### src/rtl/rgb_fx_ctrl.sv
// RGB effect sequencer: turns game events into timed duty-load sequences
// for three PWM generators (green flash on eat, blue fade on start, red blink on over).
module rgb_fx_ctrl #(
    parameter int unsigned SIZE     = 4,
    parameter int unsigned TICK_DIV = 649606
) (
    input  logic            clk,
    input  logic            rst,
    input  logic            ev_start,
    input  logic            ev_eat,
    input  logic            ev_over,
    output logic            load_r,
    output logic            load_g,
    output logic            load_b,
    output logic [SIZE-1:0] duty_r,
    output logic [SIZE-1:0] duty_g,
    output logic [SIZE-1:0] duty_b,
    output logic            busy,
    output logic [1:0]      fx_id
);

    localparam int unsigned     CNT_W      = (TICK_DIV > 1) ? $clog2(TICK_DIV) : 1;
    localparam int unsigned     TCNT_W     = 3;
    localparam logic [SIZE-1:0] MAX        = '1;
    localparam logic [TCNT_W-1:0] LAST_FLASH = 3'd1;
    localparam logic [TCNT_W-1:0] LAST_BLINK = 3'd5;

    typedef enum logic [2:0] {
        S_IDLE,
        S_FLASH,
        S_BLINK,
        S_HOLD,
        S_FADE
    } state_t;

    state_t              state_q, state_d;
    logic [CNT_W-1:0]    cnt_q, cnt_d;
    logic [TCNT_W-1:0]   tcnt_q, tcnt_d;
    logic [SIZE-1:0]     duty_r_q, duty_r_d, duty_g_q, duty_g_d, duty_b_q, duty_b_d;
    logic                load_r_q, load_r_d, load_g_q, load_g_d, load_b_q, load_b_d;
    logic                busy_q, busy_d;
    logic [1:0]          fx_id_q, fx_id_d;
    logic                tick;
    logic                go_blink;

    assign tick = (cnt_q == CNT_W'(TICK_DIV - 1));

    // Next-state, duty and strobe logic; ev_over preemption overrides the per-state result.
    always_comb begin
        state_d  = state_q;
        duty_r_d = duty_r_q;
        duty_g_d = duty_g_q;
        duty_b_d = duty_b_q;
        load_r_d = 1'b0;
        load_g_d = 1'b0;
        load_b_d = 1'b0;
        tcnt_d   = tick ? (tcnt_q + TCNT_W'(1)) : tcnt_q;
        cnt_d    = cnt_q;
        go_blink = ev_over && ((state_q == S_IDLE) || (state_q == S_FLASH) || (state_q == S_FADE));

        case (state_q)
            S_IDLE: begin
                if (ev_eat) begin
                    state_d  = S_FLASH;
                    duty_g_d = MAX;
                    load_g_d = 1'b1;
                end else if (ev_start) begin
                    state_d  = S_FADE;
                    duty_b_d = MAX;
                    load_b_d = 1'b1;
                end
            end
            S_FLASH: begin
                if (tick && (tcnt_q == LAST_FLASH)) begin
                    state_d  = S_IDLE;
                    duty_g_d = '0;
                    load_g_d = 1'b1;
                end
            end
            S_FADE: begin
                // Clamp at zero: the step that reaches 0 also ends the effect.
                if (tick) begin
                    if (duty_b_q > SIZE'(1)) begin
                        duty_b_d = duty_b_q - SIZE'(1);
                        load_b_d = 1'b1;
                    end else begin
                        duty_b_d = '0;
                        load_b_d = (duty_b_q != '0);
                        state_d  = S_IDLE;
                    end
                end
            end
            S_BLINK: begin
                if (tick) begin
                    load_r_d = 1'b1;
                    if (tcnt_q == LAST_BLINK) begin
                        duty_r_d = MAX;
                        state_d  = S_HOLD;
                    end else begin
                        duty_r_d = (duty_r_q == '0) ? MAX : '0;
                    end
                end
            end
            S_HOLD: begin
                if (ev_start) begin
                    state_d  = S_FADE;
                    duty_r_d = '0;
                    load_r_d = 1'b1;
                    duty_b_d = MAX;
                    load_b_d = 1'b1;
                end
            end
            default: state_d = S_IDLE;
        endcase

        if (go_blink) begin
            state_d  = S_BLINK;
            duty_r_d = MAX;
            duty_g_d = '0;
            duty_b_d = '0;
            load_r_d = 1'b1;
            load_g_d = 1'b1;
            load_b_d = 1'b1;
        end

        if (state_d != state_q) begin
            cnt_d  = '0;
            tcnt_d = '0;
        end else if (tick) begin
            cnt_d = '0;
        end else begin
            cnt_d = cnt_q + CNT_W'(1);
        end

        busy_d = (state_d != S_IDLE);
        case (state_d)
            S_FLASH:        fx_id_d = 2'd1;
            S_BLINK, S_HOLD: fx_id_d = 2'd2;
            S_FADE:         fx_id_d = 2'd3;
            default:        fx_id_d = 2'd0;
        endcase
    end

    always_ff @(posedge clk) begin
        if (rst) begin
            state_q  <= S_IDLE;
            cnt_q    <= '0;
            tcnt_q   <= '0;
            duty_r_q <= '0;
            duty_g_q <= '0;
            duty_b_q <= '0;
            load_r_q <= 1'b0;
            load_g_q <= 1'b0;
            load_b_q <= 1'b0;
            busy_q   <= 1'b0;
            fx_id_q  <= 2'd0;
        end else begin
            state_q  <= state_d;
            cnt_q    <= cnt_d;
            tcnt_q   <= tcnt_d;
            duty_r_q <= duty_r_d;
            duty_g_q <= duty_g_d;
            duty_b_q <= duty_b_d;
            load_r_q <= load_r_d;
            load_g_q <= load_g_d;
            load_b_q <= load_b_d;
            busy_q   <= busy_d;
            fx_id_q  <= fx_id_d;
        end
    end

    assign load_r = load_r_q;
    assign load_g = load_g_q;
    assign load_b = load_b_q;
    assign duty_r = duty_r_q;
    assign duty_g = duty_g_q;
    assign duty_b = duty_b_q;
    assign busy   = busy_q;
    assign fx_id  = fx_id_q;

endmodule
### config.mk
export PLATFORM = sky130hd
export DESIGN_NAME = rgb_fx_ctrl
export DESIGN_NICKNAME = d
export VERILOG_FILES = /design/src/rtl/rgb_fx_ctrl.sv
export SDC_FILE = /design/constraint.sdc
export NUM_CORES = 1
export LEC_CHECK = 0
export ABC_CLOCK_PERIOD_IN_PS = 3400
export CAP_MARGIN = 40
export CORE_MARGIN = 1.5
export CORE_UTILIZATION = 50
export DETAILED_ROUTE_END_ITERATION = 10
export GPL_ROUTABILITY_DRIVEN = 0
export MAX_ROUTING_LAYER = met4
export PLACE_DENSITY = 0.72
export SLEW_MARGIN = 30
export SYNTH_ARGS = -nofsm -noshare
export SYNTH_HDL_FRONTEND = slang
export SYNTH_SLANG_ARGS = --single-unit
### constraint.sdc
create_clock -name clk -period 3.4 [get_ports clk]
set_clock_uncertainty 0.1 [all_clocks]
set_input_delay 0.68 -clock clk [delete_from_list [all_inputs] [get_ports clk]]
set_output_delay 0.68 -clock clk [all_outputs]
set_load 0.1 [all_outputs]
* Yosys cells after proc, flatten, opt, wreduce, memory -nomap -nowiden
Cells that the tools add are included.
Cells by class: add/subtract/negate cells 3, $lt $le $gt $ge 1, eq/ne operators 18, mux-type cells 37, reduce and logical (&&, ||, !) cells 18
Operators with widths (count):
- $mux 4 | 11
- $mux 3 | 8
- $add 20x1->20 const B | 1
- $eq 20x20->1 const B | 1
- $pmux 4 s2 | 2
- $pmux 3 s5 | 1
- $eq 3x2->1 const B | 4
- $pmux 4 s3 | 1
- $mux 1 | 10
- $eq 3x1->1 const B | 3
- $eq 3x3->1 const B | 3
- $reduce_and 3->1 | 3
- $reduce_bool 3->1 | 3
- $ne 2x2->1 const B | 3
- $ne 3x3->1 const B | 2
- $pmux 2 s3 | 1
- $reduce_or 2->1 | 3
- $gt 4x1->1 const B | 1
- $logic_not 4->1 | 1
- $pmux 1 s2 | 2
- $reduce_bool 4->1 | 1
- $sub 4x1->4 const B | 1
- $add 3x1->3 const B | 1
- $logic_not 3->1 | 1
- other kinds (7) | 9
Storage, ports and cells: register bits after elaboration 44, output and inout bits 18, word-level logic and storage cells 88

* Longest topological paths before layout
depth after elaboration 8, depth in mapped cells 7, gate-level depth less buffers 7

* Least setup slack after synthesis
Ideal clock, no wire load.
kind register -> register, start point register duty_b_q[0], in the netlist duty_b[0], end point register tcnt_q[1], library setup time 0.136 ns, arrival time 2.153 ns, setup slack 1.011 ns, cell stages (with the launch flop) 7, clock period less this slack 2.389 ns, cells stage by stage dfxtp_1 ha_1 nor2_1 nor3_1 a221oi_1 o31ai_1 a211oi_1
On the way: word-level cells in the longest chain between the ends 7
Ends and longest elaborated chain:
- start, declared | RTL line 39 | logic [SIZE-1:0] duty_r_q, duty_r_d, duty_g_q, duty_g_d, duty_b_q, duty_b_d;
- start signal, assigned | RTL line 163 | duty_b_q <= duty_b_d;
- $gt 4x1->1 | RTL line 83 | if (duty_b_q > SIZE'(1)) begin
- $mux 3 | RTL line 83
- $mux 3 | RTL line 82 | if (tick) begin
- $pmux 3 s5 | RTL line 61 | case (state_q)
- $mux 3 | RTL line 116 | if (go_blink) begin
- $ne 3x3->1 | RTL line 126 | if (state_d != state_q) begin
- $reduce_or 2->1 (no line)
- end signal, assigned | RTL line 160 | tcnt_q <= tcnt_d;
- end, declared | RTL line 38 | logic [TCNT_W-1:0] tcnt_q, tcnt_d;
Every way passes these cells. A chain may end at the register's enable or synchronous reset.

* Worst setup path after layout
start point input port ev_start, end point register cnt_q[11]
On the way: word-level cells in the longest chain between the ends 6
Ends and longest elaborated chain:
- start, declared | RTL line 9 | input logic ev_start,
- $mux 3 (*) | RTL line 67, 105
- $mux 3 | RTL line 63 | if (ev_eat) begin
- $pmux 3 s5 (*) | RTL line 61
- $mux 3 (*) | RTL line 116
- $ne 3x3->1 (*) | RTL line 126
- $reduce_or 3->1 (no line) (*)
- end signal, assigned | RTL line 159 | cnt_q <= cnt_d;
- end, declared | RTL line 37 | logic [CNT_W-1:0] cnt_q, cnt_d;
Every way passes the cells marked *; elsewhere a longest branch is shown, timed or not.

==> flow_summary.ini <==
[finish]
layoutNonFillerInstCount = 311
multi_input_comb_area_sq_mm = 0.00116
diodes = 0
layout_common_cells = dfxtp_1 (38), nor2_1 (30), buf_4 (19)
fill_cells = 374
nets = 271
layout.area.seq_sq_um = 761
area_growth_syn_to_layout_pct = 13.7
final_common_cell = dfxtp_1
drive_above_1_share_pct = 16.1

[clocking]
clk_pin_slew_ns = 0.07
cts.repair.resized = 0
cts_sinks = 38
htreeDepth = 2
post_cts_buffers = 0
clk_latency_ns = 0.29
ctsHoldBuffers = 0
cts_buffers = 5
clk_path_buf_depth = 2
cts_tree = built
root_buffer = clkbuf_8

[place]
portBuffers = 22
hpwlAfterDp_um = 2890
dpl.cell_count = 303

[route]
drc = 0
first_iter_violations = 224
wl_um = 4060
wl_per_cell_um = 13.0
viasPerCell = 5.57
drtAntennaViolNets = 0
route.vias.total = 1732
drt_first_pass_iters = 4

[synthesis]
ys_types = 52
synth_seq_area_share_pct = 37.1
synth_edf_count = 0
yosysWarnings = 0
synth-seq-cells = 38
synth_nets = 253
ys_async_sr_fraction_pct = 0
synth.largest_area_cell = dfxtp_1
syn_area_per_cell_sq_um = 8.47
netlist_area_sq_mm = 0.00205
synth_area_leaders = dfxtp_1 (37%), xnor2_1 (6.4%), nor2_1 (5.5%)
postSynthCellCount = 242
synthDominantCellAreaShare_pct = 37.1
synth_ff_type = dfxtp_1

[timing]
rsz0062_at_grt = false
setup_viol = 0
fmax_ghz = 0.378
slew_headroom_pct = 58.0
finalSetupTns_ns = 0
hold_viol = 0
tightest_slew_ns = 0.631
slew_violations = 0
min_period_ns = 2.65
timing.final.crit_share_pct = 77.9

[power]
powerDensity_mw_per_mm2 = 499
p_comb_share_pct = 25.8
power.leakage_nw = 0.793
p_clk_share_pct = 32.4
power_frac_seq_pct = 41.8
swShare_pct = 35.3
vdd_drop_max_mv = 0.249
p_switching_mw = 0.411
intPower_mw = 0.752

[floorplanning]
ios = 23
die_h_um = 67.0
start_util_pct = 51.6
core_area_sq_mm = 0.00397
fp.dieW_um = 67.0
dieArea_sq_mm = 0.00449
row_count = 23

[critical_path]
required_ns = 3.53
r2r-start = cnt_q[0]
worstSetupStartpointType = input port
crit_path_end_kind = flip-flop
cp_max_fo = 11
critPathKind = input port to flip-flop
arrival_ns = 2.78
setup.worst_path.start = ev_start

[flow_run]
max_cap_viol_count = 0

[worst_hold_path]
hold_start = cnt_q[0]
hp-class = flip-flop to flip-flop

[global_routing]
grt_max_degree = 18
grt-ovfl-total = 0
grt_pass1_wl_um = 6890
grt_pass1_vias = 1506
grt_usage_pct = 20.8
antenna_found_initial = 0

[run_status]
status = finished clean
[cell usage after synthesis (all sizes together), types with 4 or more instances]
| library cell | count |
|---|---|
| a21oi | 9 |
| a31oi | 4 |
| buf | 10 |
| dfxtp | 38 |
| ha | 6 |
| inv | 13 |
| nand2 | 16 |
| nand2b | 4 |
| nand3 | 8 |
| nand4 | 4 |
| nor2 | 40 |
| nor2b | 4 |
| nor3 | 11 |
| nor3b | 5 |
| o21ai | 6 |
| xnor2 | 15 |
| xor2 | 5 |
[cells by family after synthesis]
family / Yosys count / synth area share, %
AOI/OAI and AO/OA: 36 / 12.8
DFF: 38 / 37.1
adders and majority gates: 6 / 3.66
muxes: 1 / 0.488
buffers and inverters: 26 / 6.35
and+or+nand+nor: 115 / 31.1
xor gates and xnor gates: 20 / 8.54
[worst max-delay path, cell delays in order]
cell             delay (ns)
clkdlybuf4s50_1        0.51
and3_1                 0.27
a311o_1                0.38
a2111oi_4              0.35
o21ai_2                0.27
buf_6                  0.22
nor2_1                 0.10
[final timing paths]
path	endpoint	slack (ns)	cells past startpoint
worst max-delay path	cnt_q[11]	0.75	7
worst min-delay path	cnt_q[0]	0.40	1
worst max register to register	fx_id[0]	0.96	6
worst min register to register	cnt_q[0]	0.40	1
[state kept, by name, summed over array words and instances (netlist names)]
| register | flops |
|---|---|
| busy | 1 |
| load_g | 1 |
| tcnt_q | 3 |
| fx_id | 2 |
| load_b | 1 |
| state_q | 3 |
| duty_g | 1 |
| load_r | 1 |
| cnt_q | 20 |
| duty_b | 4 |
| duty_r | 1 |
[through the flow]
stage	worst slack, ns	hold slack, ns	instance area (sq um)	total power, mW	util [%]
finish	0.751	0.398	2330	1.16	58.7
global route	0.662	0.448	2330	1.21	58.7
CTS	0.751	0.397	2330	1.17	58.7
detailed placement	0.450	0.377	2230	0.795	56.0
global placement	0.541	0.369	2210	0.791	55.8
floorplan	1.01	0.350	2050	0.747	-
[layer usage]
layer  wire, um  GRT usage (%)
met4         59           8.16
met1       1860           23.9
met3        194           5.91
met2       1950           34.2
met5          0              -
[power by group through the flow]
stage          combinational [mW]  clock, mW  sequential (mW)
2_1_floorplan               0.164          0            0.583
3_3_place_gp                0.295          0            0.496
3_5_place_dp                0.299          0            0.496
4_1_cts                     0.300      0.383            0.486
5_1_grt                     0.316      0.409            0.490
6_report                    0.300      0.377            0.487
[final cells by class]
cell class	instances	area share [%]
multi-input cells	178	49.7
well taps	50	2.68
clock inverters	1	1.29
clock buffers	7	3.27
repair buffers	24	8.32
inverters	13	2.09
flip-flops and latches	38	32.6
No activity file was read; power rests on OpenSTA's default activity.
